--- src/rtl/tc_mul_ctrl_track_if.sv ---
// Handshake and data bundle between the tc_mul control tracker, the issue side,
// the tc_mul lane array and the accumulate stage.
interface tc_mul_ctrl_track_if #(
  parameter int SHAPE_K       = 8,
  parameter int ELEMENT_WIDTH = 9,
  parameter int CTRL_C_WIDTH  = 16,
  parameter int DEPTH_WARP    = 4,
  parameter int FIFO_DEPTH    = 4
);
  localparam int RES_W = SHAPE_K * ELEMENT_WIDTH;
  localparam int OCC_W = $clog2(FIFO_DEPTH) + 1;

  logic                    in_valid_i;
  logic                    in_ready_o;
  logic [2:0]              rm_i;
  logic [CTRL_C_WIDTH-1:0] ctrl_c_i;
  logic [2:0]              ctrl_rm_i;
  logic [7:0]              ctrl_reg_idxw_i;
  logic [DEPTH_WARP-1:0]   ctrl_warpid_i;
  logic                    mul_in_valid_o;
  logic                    mul_in_ready_i;
  logic [2:0]              mul_rm_o;
  logic                    mul_out_valid_i;
  logic                    mul_out_ready_o;
  logic [RES_W-1:0]        mul_result_i;
  logic [4:0]              mul_fflags_i;
  logic                    out_valid_o;
  logic                    out_ready_i;
  logic [RES_W-1:0]        result_o;
  logic [4:0]              fflags_o;
  logic [CTRL_C_WIDTH-1:0] ctrl_c_o;
  logic [2:0]              ctrl_rm_o;
  logic [7:0]              ctrl_reg_idxw_o;
  logic [DEPTH_WARP-1:0]   ctrl_warpid_o;
  logic [OCC_W-1:0]        occupancy_o;
  logic                    orphan_o;

  modport slave (
    input  in_valid_i, rm_i, ctrl_c_i, ctrl_rm_i, ctrl_reg_idxw_i, ctrl_warpid_i,
           mul_in_ready_i, mul_out_valid_i, mul_result_i, mul_fflags_i, out_ready_i,
    output in_ready_o, mul_in_valid_o, mul_rm_o, mul_out_ready_o, out_valid_o,
           result_o, fflags_o, ctrl_c_o, ctrl_rm_o, ctrl_reg_idxw_o, ctrl_warpid_o,
           occupancy_o, orphan_o
  );

  modport master (
    output in_valid_i, rm_i, ctrl_c_i, ctrl_rm_i, ctrl_reg_idxw_i, ctrl_warpid_i,
           mul_in_ready_i, mul_out_valid_i, mul_result_i, mul_fflags_i, out_ready_i,
    input  in_ready_o, mul_in_valid_o, mul_rm_o, mul_out_ready_o, out_valid_o,
           result_o, fflags_o, ctrl_c_o, ctrl_rm_o, ctrl_reg_idxw_o, ctrl_warpid_o,
           occupancy_o, orphan_o
  );
endinterface

--- src/rtl/tc_mul_ctrl_track.sv ---
// Carries the control tag of each tc_mul request through an in-order FIFO and
// re-joins it with the returned product in a registered one-entry output stage.
module tc_mul_ctrl_track #(
  parameter int SHAPE_K       = 8,
  parameter int ELEMENT_WIDTH = 9,
  parameter int CTRL_C_WIDTH  = 16,
  parameter int DEPTH_WARP    = 4,
  parameter int FIFO_DEPTH    = 4
) (
  input logic               clk,
  input logic               rst,
  tc_mul_ctrl_track_if.slave bus
);
  localparam int RES_W = SHAPE_K * ELEMENT_WIDTH;
  localparam int PTR_W = $clog2(FIFO_DEPTH);
  localparam int OCC_W = PTR_W + 1;
  localparam int TAG_W = CTRL_C_WIDTH + 3 + 8 + DEPTH_WARP;

  logic [TAG_W-1:0] r_tag_mem [FIFO_DEPTH];
  logic [PTR_W-1:0] r_wr_ptr;
  logic [PTR_W-1:0] r_rd_ptr;
  logic [OCC_W-1:0] r_occ;
  logic             r_out_valid;
  logic [RES_W-1:0] r_result;
  logic [4:0]       r_fflags;
  logic [TAG_W-1:0] r_tag;
  logic             r_orphan;

  logic             w_full;
  logic             w_empty;
  logic             w_in_ready;
  logic             w_push;
  logic             w_mul_out_ready;
  logic             w_capture;
  logic             w_pop;
  logic [TAG_W-1:0] w_tag_in;

  // A full FIFO blocks pushes even when a pop lands in the same cycle.
  assign w_full          = (r_occ == OCC_W'(FIFO_DEPTH));
  assign w_empty         = (r_occ == '0);
  assign w_in_ready      = bus.mul_in_ready_i & ~w_full;
  assign w_push          = bus.in_valid_i & w_in_ready;
  assign w_mul_out_ready = ~r_out_valid | bus.out_ready_i;
  assign w_capture       = bus.mul_out_valid_i & w_mul_out_ready;
  assign w_pop           = w_capture & ~w_empty;
  assign w_tag_in        = {bus.ctrl_c_i, bus.ctrl_rm_i, bus.ctrl_reg_idxw_i, bus.ctrl_warpid_i};

  always_ff @(posedge clk or posedge rst) begin
    if (rst) begin
      r_wr_ptr <= '0;
      r_rd_ptr <= '0;
      r_occ    <= '0;
    end else begin
      if (w_push) r_wr_ptr <= r_wr_ptr + PTR_W'(1);
      if (w_pop)  r_rd_ptr <= r_rd_ptr + PTR_W'(1);
      case ({w_push, w_pop})
        2'b10:   r_occ <= r_occ + OCC_W'(1);
        2'b01:   r_occ <= r_occ - OCC_W'(1);
        default: r_occ <= r_occ;
      endcase
    end
  end

  always_ff @(posedge clk or posedge rst) begin
    if (rst) begin
      for (int i = 0; i < FIFO_DEPTH; i++) r_tag_mem[i] <= '0;
    end else if (w_push) begin
      r_tag_mem[r_wr_ptr] <= w_tag_in;
    end
  end

  // A return with nothing queued still produces an output, tagged 0, and latches orphan.
  always_ff @(posedge clk or posedge rst) begin
    if (rst) begin
      r_out_valid <= 1'b0;
      r_result    <= '0;
      r_fflags    <= '0;
      r_tag       <= '0;
      r_orphan    <= 1'b0;
    end else begin
      if (w_capture) begin
        r_out_valid <= 1'b1;
        r_result    <= bus.mul_result_i;
        r_fflags    <= bus.mul_fflags_i;
        r_tag       <= w_empty ? '0 : r_tag_mem[r_rd_ptr];
      end else if (bus.out_ready_i) begin
        r_out_valid <= 1'b0;
      end
      r_orphan <= r_orphan | (w_capture & w_empty);
    end
  end

  assign bus.in_ready_o      = w_in_ready;
  assign bus.mul_in_valid_o  = bus.in_valid_i & ~w_full;
  assign bus.mul_rm_o        = bus.rm_i;
  assign bus.mul_out_ready_o = w_mul_out_ready;
  assign bus.out_valid_o     = r_out_valid;
  assign bus.result_o        = r_result;
  assign bus.fflags_o        = r_fflags;
  assign bus.ctrl_c_o        = r_tag[TAG_W-1 -: CTRL_C_WIDTH];
  assign bus.ctrl_rm_o       = r_tag[DEPTH_WARP+8 +: 3];
  assign bus.ctrl_reg_idxw_o = r_tag[DEPTH_WARP +: 8];
  assign bus.ctrl_warpid_o   = r_tag[DEPTH_WARP-1:0];
  assign bus.occupancy_o     = r_occ;
  assign bus.orphan_o        = r_orphan;
endmodule

--- src/flat_wrapper.sv ---
// flat-port wrapper written by rule: the top's interface ports become plain ports
module tc_mul_ctrl_track_flat 
#(
  parameter int SHAPE_K       = 8,
  parameter int ELEMENT_WIDTH = 9,
  parameter int CTRL_C_WIDTH  = 16,
  parameter int DEPTH_WARP    = 4,
  parameter int FIFO_DEPTH    = 4
)
  (clk, rst, bus_in_valid_i, bus_rm_i, bus_ctrl_c_i, bus_ctrl_rm_i, bus_ctrl_reg_idxw_i, bus_ctrl_warpid_i, bus_mul_in_ready_i, bus_mul_out_valid_i, bus_mul_result_i, bus_mul_fflags_i, bus_out_ready_i, bus_in_ready_o, bus_mul_in_valid_o, bus_mul_rm_o, bus_mul_out_ready_o, bus_out_valid_o, bus_result_o, bus_fflags_o, bus_ctrl_c_o, bus_ctrl_rm_o, bus_ctrl_reg_idxw_o, bus_ctrl_warpid_o, bus_occupancy_o, bus_orphan_o);
  tc_mul_ctrl_track_if #(.SHAPE_K(SHAPE_K), .ELEMENT_WIDTH(ELEMENT_WIDTH), .CTRL_C_WIDTH(CTRL_C_WIDTH), .DEPTH_WARP(DEPTH_WARP), .FIFO_DEPTH(FIFO_DEPTH)) bus_i ();
  input logic clk;
  input logic rst;
  input wire logic [$bits(bus_i.in_valid_i)-1:0] bus_in_valid_i;
  input wire logic [$bits(bus_i.rm_i)-1:0] bus_rm_i;
  input wire logic [$bits(bus_i.ctrl_c_i)-1:0] bus_ctrl_c_i;
  input wire logic [$bits(bus_i.ctrl_rm_i)-1:0] bus_ctrl_rm_i;
  input wire logic [$bits(bus_i.ctrl_reg_idxw_i)-1:0] bus_ctrl_reg_idxw_i;
  input wire logic [$bits(bus_i.ctrl_warpid_i)-1:0] bus_ctrl_warpid_i;
  input wire logic [$bits(bus_i.mul_in_ready_i)-1:0] bus_mul_in_ready_i;
  input wire logic [$bits(bus_i.mul_out_valid_i)-1:0] bus_mul_out_valid_i;
  input wire logic [$bits(bus_i.mul_result_i)-1:0] bus_mul_result_i;
  input wire logic [$bits(bus_i.mul_fflags_i)-1:0] bus_mul_fflags_i;
  input wire logic [$bits(bus_i.out_ready_i)-1:0] bus_out_ready_i;
  output wire logic [$bits(bus_i.in_ready_o)-1:0] bus_in_ready_o;
  output wire logic [$bits(bus_i.mul_in_valid_o)-1:0] bus_mul_in_valid_o;
  output wire logic [$bits(bus_i.mul_rm_o)-1:0] bus_mul_rm_o;
  output wire logic [$bits(bus_i.mul_out_ready_o)-1:0] bus_mul_out_ready_o;
  output wire logic [$bits(bus_i.out_valid_o)-1:0] bus_out_valid_o;
  output wire logic [$bits(bus_i.result_o)-1:0] bus_result_o;
  output wire logic [$bits(bus_i.fflags_o)-1:0] bus_fflags_o;
  output wire logic [$bits(bus_i.ctrl_c_o)-1:0] bus_ctrl_c_o;
  output wire logic [$bits(bus_i.ctrl_rm_o)-1:0] bus_ctrl_rm_o;
  output wire logic [$bits(bus_i.ctrl_reg_idxw_o)-1:0] bus_ctrl_reg_idxw_o;
  output wire logic [$bits(bus_i.ctrl_warpid_o)-1:0] bus_ctrl_warpid_o;
  output wire logic [$bits(bus_i.occupancy_o)-1:0] bus_occupancy_o;
  output wire logic [$bits(bus_i.orphan_o)-1:0] bus_orphan_o;
  assign bus_i.in_valid_i = bus_in_valid_i;
  assign bus_i.rm_i = bus_rm_i;
  assign bus_i.ctrl_c_i = bus_ctrl_c_i;
  assign bus_i.ctrl_rm_i = bus_ctrl_rm_i;
  assign bus_i.ctrl_reg_idxw_i = bus_ctrl_reg_idxw_i;
  assign bus_i.ctrl_warpid_i = bus_ctrl_warpid_i;
  assign bus_i.mul_in_ready_i = bus_mul_in_ready_i;
  assign bus_i.mul_out_valid_i = bus_mul_out_valid_i;
  assign bus_i.mul_result_i = bus_mul_result_i;
  assign bus_i.mul_fflags_i = bus_mul_fflags_i;
  assign bus_i.out_ready_i = bus_out_ready_i;
  assign bus_in_ready_o = bus_i.in_ready_o;
  assign bus_mul_in_valid_o = bus_i.mul_in_valid_o;
  assign bus_mul_rm_o = bus_i.mul_rm_o;
  assign bus_mul_out_ready_o = bus_i.mul_out_ready_o;
  assign bus_out_valid_o = bus_i.out_valid_o;
  assign bus_result_o = bus_i.result_o;
  assign bus_fflags_o = bus_i.fflags_o;
  assign bus_ctrl_c_o = bus_i.ctrl_c_o;
  assign bus_ctrl_rm_o = bus_i.ctrl_rm_o;
  assign bus_ctrl_reg_idxw_o = bus_i.ctrl_reg_idxw_o;
  assign bus_ctrl_warpid_o = bus_i.ctrl_warpid_o;
  assign bus_occupancy_o = bus_i.occupancy_o;
  assign bus_orphan_o = bus_i.orphan_o;
  tc_mul_ctrl_track #(.SHAPE_K(SHAPE_K), .ELEMENT_WIDTH(ELEMENT_WIDTH), .CTRL_C_WIDTH(CTRL_C_WIDTH), .DEPTH_WARP(DEPTH_WARP), .FIFO_DEPTH(FIFO_DEPTH)) u_core (.clk(clk), .rst(rst), .bus(bus_i));
endmodule
--- config.mk ---
export PLATFORM = sky130hd
export DESIGN_NAME = tc_mul_ctrl_track_flat
export DESIGN_NICKNAME = d
export VERILOG_FILES = /design/src/rtl/tc_mul_ctrl_track_if.sv /design/src/rtl/tc_mul_ctrl_track.sv /design/src/flat_wrapper.sv
export SDC_FILE = /design/constraint.sdc
export NUM_CORES = 1
export LEC_CHECK = 0
export CORE_ASPECT_RATIO = 1.1
export CORE_MARGIN = 2
export CORE_UTILIZATION = 35
export CTS_BUF_LIST = sky130_fd_sc_hd__clkbuf_8
export DETAILED_ROUTE_END_ITERATION = 8
export PLACE_DENSITY_LB_ADDON = 0.08
export SLEW_MARGIN = 15
export SYNTH_ARGS = -nofsm -noshare
export SYNTH_HDL_FRONTEND = slang
export SYNTH_SLANG_ARGS = --single-unit
--- constraint.sdc ---
create_clock -name clk -period 18.3 [get_ports clk]
set_input_delay 3.66 -clock clk [delete_from_list [all_inputs] [get_ports clk]]
set_output_delay 3.66 -clock clk [all_outputs]
set_load 0.02 [all_outputs]
==> results.cfg, run 1 <==
[global_route]
grt_max_degree = 88
grt_first_pass_wirelength_um = 39500
grt_util_all_layers_pct = 16.7
gr-total-overflow = 0
antenna_found_initial = 1
grt_pass1_vias = 6804

[worst_setup_path]
crit_start = bus_in_valid_i
cp-endpoint = bus_mul_in_valid_o
arrival_ps = 5200
start_kind = primary input
crit_required_ps = 14640
crit_path_end_kind = primary output
reg2reg_to = u_core.bus.result_o[4]
crit_type = primary input to primary output
reg2reg_from = u_core.bus.out_valid_o
path_max_fanout = 6
ff2ff_setup_slack_ps = 15620
rr_worst_depth = 5

[clock_network]
clock_path_buffers = 3
cts_resized = 0
cts.sinks = 241
root_buffer = clkbuf_8
htree_levels = 2
hold_buffers = 0
post_cts_buffers = 0
cts_buffers = 42
clkTransAtPathRegs_ps = 60
clock_latency_ps = 530
cts_tree = built

[synth]
synth_cells = 582
netlist_area_um2 = 10100
yosys_warnings = 0
yosysTopAreaCell = dfrtp_1
synth.avg_cell_area_um2 = 17.3
synth_top_area_share_pct = 60.0
synth.distinct_cells = 28
synthArstFlopShare_pct = 100
synthTopCellsByCount = dfrtp_1, mux2_2, a22o_1, mux2_4, mux4_2
seq_area_frac_synth_pct = 60.0
synth_nets = 705
yosys.cell_count.top_type = dfrtp_1
synthTopCellsByArea = dfrtp_1, mux2_2, mux4_2, mux2_4, a22o_1
ys.flop_type = dfrtp_1
synth_seq_cells = 241
synth_edf_count = 0

[timing]
finalSetupViolCount = 0
finClkSkew_ps = 15.6
fin_tns_setup_ps = 0
relSlewSlack_pct = 26.9
rsz0062_at_grt = false
finalCritPeriodShare_pct = 48.4
finalCriticalPeriod_ps = 8860
fmax_mhz = 113
worstMarginPinSlew_ps = 1090
hold_viol = 0
drv_slew = 0

[min_path]
min_path_type = flop to flop
hold_depth = 1

[routing]
dr_total_vias = 5898
remaining_drc_errors = 0
first_pass_iters = 4
viasPerCell = 4.83
routedWlPerCell_um = 20.1
drt-total-wl_um = 24500
first_iter_violations = 251
ant_nets = 0

[place]
gp_congestion = 0.751
hpwl_um = 15500
placed_area_um2 = 12600
portBuffers = 229

[status]
status = complete, no violations

[floorplanning]
io_pins = 236
core_um2 = 28500
rows = 65
die_w_um = 166
start_util_pct = 35.3
die_area_um2 = 30100
die_h_um = 182

[cells_and_area]
antenna_cells = 0
fillerInstances = 2488
drive_above_1_share_pct = 37.0
synthToLayoutAreaGrowth_pct = 33.4
postLayoutCellArea_um2 = 13400
nNetsFinal = 945

[power_and_ir_drop]
power_leakage_uw = 0.00581
peakVddDrop_mv = 0.0913
cellPowerDensity_nw_per_um2 = 154

[run]
cap_viol_max_count = 0
==> cell families (layout without fill, tap and decap cells) <==
family | count (synthesis) | in the layout | synth area share (%)
buffers and inverters | 48 | 319 | 3.47
flip-flops | 241 | 241 | 60.0
multiplexers | 234 | 234 | 30.8
XOR/XNOR | 6 | 6 | 0.523
AO/OA/AOI/OAI | 32 | 32 | 2.79
adder cells (fa/ha/maj) | 6 | 6 | 0.821
AND/OR/NAND/NOR | 15 | 15 | 1.61
==> critical path, cell delays in order <==
cell	delay, ps
clkdlybuf4s50_1	720
and2_2	220
clkdlybuf4s50_1	600
==> how the worst min path moves through the flow <==
stage	startpoint	end
floorplan	u_core.r_tag_mem[31]	u_core.r_tag_mem[31]
detailed placement	u_core.bus.orphan_o	u_core.bus.orphan_o
global placement	u_core.bus.orphan_o	u_core.bus.orphan_o
CTS	u_core.bus.orphan_o	u_core.bus.orphan_o
finish	u_core.bus.orphan_o	u_core.bus.orphan_o
global route	u_core.r_tag_mem[20]	u_core.r_tag_mem[20]
==> final cells by class <==
cell class | count | area (µm²) | share of cell area [%]
flip-flops and latches | 241 | 6030 | 45.0
multi-input cells | 293 | 3690 | 27.5
inverters | 10 | 45.0 | 0.336
well taps | 368 | 460 | 3.43
repair buffers | 234 | 2330 | 17.4
clock inverters | 22 | 125 | 0.933
clock buffers | 53 | 729 | 5.44
==> layout by cell type (no fill, tap or decap), types with 2 or more instances in the layout <==
cell type | synthesis | routed
buf_4 | 7 | 4
dfrtp_2 | 0 | 2
ha_1 | 5 | 5
mux2_2 | 171 | 171
xor2_1 | 3 | 3
clkbuf_8 | 0 | 53
xnor2_1 | 3 | 3
and2_2 | 2 | 2
dfrtp_1 | 241 | 239
mux2_4 | 31 | 31
clkdlybuf4s50_1 | 0 | 229
nand4_4 | 4 | 4
inv_1 | 10 | 19
mux4_2 | 31 | 31
a22o_1 | 31 | 31
clkinv_2 | 0 | 10
==> report_power, final <==
group	internal (µW)	switching (µW)
logic	434	268
registers	736	137
clock network	275	215
==> routing by layer <==
metal  vias up  share of wire, %  track usage (%)
met5         -             0.053                0
met4         2               1.5             3.83
met3        36               6.5             4.86
met2       212                49             28.3
met1      3039                43             21.3
li1       2609                 -                -
==> per-stage QoR <==
| step | hold WS (ps) | util [%] | total power, µW | cells | worst slack (ps) |
|---|---|---|---|---|---|
| 5_1_grt | 509 | 47.1 | 2190 | 1221 | 9370 |
| 3_5_place_dp | 479 | 44.1 | 1600 | 1146 | 9440 |
| 4_1_cts | 492 | 47.1 | 2100 | 1221 | 9430 |
| 6_report | 484 | 47.1 | 2070 | 1221 | 9440 |
| 3_3_place_gp | 459 | 44.1 | 1560 | 1146 | 9450 |
| 2_1_floorplan | 474 | - | 1340 | 582 | 8020 |
==> flip-flops by register name, summed over array words and instances, names as in the netlist <==
signal / count
u_core.bus.result_o: 72
u_core.r_tag: 31
u_core.bus.orphan_o: 1
u_core.r_rd_ptr: 2
u_core.r_wr_ptr: 2
u_core.bus.occupancy_o: 3
u_core.bus.out_valid_o: 1
u_core.bus.fflags_o: 5
u_core.r_tag_mem: 124
(Power assumes the default switching activity.)
==> run 2, diff against run 1 <==
==> constraint.sdc (replaced) <==
create_clock -name clk -period 8.6 [get_ports clk]
set_input_delay 1.72 -clock clk [delete_from_list [all_inputs] [get_ports clk]]
set_output_delay 1.72 -clock clk [all_outputs]
set_load 0.02 [all_outputs]
==> results.cfg, run 2 (same netlist as run 1, synthesis figures left out) <==
[timing]
worstMarginPinSlew_ps = 1060
finalCriticalPeriod_ps = 4990
rsz0062_at_grt = false
fmax_mhz = 200
finalCritPeriodShare_pct = 58.0
finalSetupViolCount = 0
relSlewSlack_pct = 29.1
drv_slew = 0
hold_viol = 0
finClkSkew_ps = 15.9
fin_tns_setup_ps = 0

[place]
portBuffers = 229
numPlacedInstances = 1146
gp_congestion = 0.743
hpwl_um = 15200
placed_area_um2 = 12600

[floorplanning]
die_w_um = 166
io_pins = 236
rows = 65
start_util_pct = 35.3
die_h_um = 182
core_um2 = 28500
die_area_um2 = 30100

[routing]
first_iter_violations = 261
first_pass_iters = 4
dr_total_vias = 5950
viasPerCell = 4.87
ant_nets = 0
routedWlPerCell_um = 20.3
remaining_drc_errors = 0
drt-total-wl_um = 24800

[power_and_ir_drop]
switching_power_uw = 1320
cellPowerDensity_nw_per_um2 = 325
peakVddDrop_mv = 0.184
switching_share_pct = 30.4
seq_power_share_pct = 42.4
p_clk_share_pct = 22.6
power.internal_uw = 3020
finalPower_uw = 4330
comb_power_share_pct = 35.0
power_leakage_uw = 0.00582

[clock_network]
root_buffer = clkbuf_8
clock_latency_ps = 530
cts.sinks = 241
hold_buffers = 0
cts_buffers = 44
cts_tree = built
htree_levels = 2
clock_path_buffers = 3
post_cts_buffers = 0
cts_resized = 0
clkTransAtPathRegs_ps = 50

[worst_setup_path]
start_kind = primary input
crit_type = primary input to primary output
path_max_fanout = 6
reg2reg_from = u_core.bus.out_valid_o
ff2ff_setup_slack_ps = 5810
reg2reg_to = u_core.bus.fflags_o[0]
arrival_ps = 3270
crit_path_end_kind = primary output
rr_worst_depth = 5
crit_required_ps = 6880

[global_route]
antenna_found_initial = 1
grt_pass1_vias = 6628
grt_max_degree = 122
grt_first_pass_wirelength_um = 39200
grt_util_all_layers_pct = 16.6
gr-total-overflow = 0

[status]
status = complete, no violations

[min_path]
min_to = u_core.r_tag_mem[16]
hold_depth = 1
min_from = u_core.r_tag_mem[16]
min_path_type = flop to flop

[cells_and_area]
drive_above_1_share_pct = 35.6
layout_common_cells = dfrtp_1, clkdlybuf4s50_1, mux2_2, clkbuf_8, inv_1
nNetsFinal = 947
postLayoutCellArea_um2 = 13300
mostFrequentLayoutCell = dfrtp_1
top_register = u_core.r_tag_mem
fillerInstances = 2494
largest_register_ffs = 124
antenna_cells = 0
instances_no_fill = 1223
synthToLayoutAreaGrowth_pct = 32.7

[run]
cap_viol_max_count = 0
run 2: cell types whose count changed in the layout (fill, tap and decap cells not counted), sizes merged:
cell and delta:
clkinv -7, clkinvlp -1, bufinv -1, inv +14, clkbuf -3
run 2: worst max-delay path by stage:
stage	startpoint	slack [ps]	to	cells after the start
after global routing	bus_mul_in_ready_i	3550	bus_in_ready_o	3
after CTS	bus_mul_in_ready_i	3600	bus_in_ready_o	3
after floorplan	rst	260	u_core.bus.fflags_o[0]	1
final	bus_mul_in_ready_i	3610	bus_in_ready_o	3
after global placement	bus_mul_in_ready_i	3630	bus_in_ready_o	3
after detailed placement	bus_in_valid_i	3620	bus_mul_in_valid_o	3
run 2: per-layer routing:
layer	global-route usage, %	part of all wire (%)	vias up
li1	-	-	2615
met1	21.5	43	3054
met2	27.2	48	223
met3	4.86	6.8	56
met4	4.97	2.5	2
met5	0	0.052	-
run 2: power by group through the flow:
stage	Sequential, µW	Clock, µW	Combinational (µW)
CTS	1840	1020	1550
floorplan	1900	0	955
finish	1840	981	1520
global placement	1820	0	1510
detailed placement	1850	0	1540
global route	1890	1080	1630
run 2: worst max-delay path: stages:
cell and delay (ps):
clkdlybuf4s50_1 730, and2_2 220, clkdlybuf4s50_1 600
run 2: per-stage QoR:
| stage | setup WS (ps) | hold slack [ps] | utilization, % |
|---|---|---|---|
| 4_1_cts | 3600 | 500 | 46.9 |
| 6_report | 3610 | 500 | 46.9 |
| 2_1_floorplan | 264 | 474 | - |
| 5_1_grt | 3550 | 513 | 46.9 |
| 3_5_place_dp | 3620 | 488 | 44.1 |
| 3_3_place_gp | 3630 | 465 | 44.1 |
run 2: layout make-up:
cell class	count	area [µm²]	area share, %
sequential	241	6030	45.2
multi-input combinational	293	3690	27.6
timing repair buffer	234	2330	17.5
clock buffer	50	688	5.16
tap	368	460	3.45
clock inverter	27	105	0.787
inverter	10	45.0	0.337
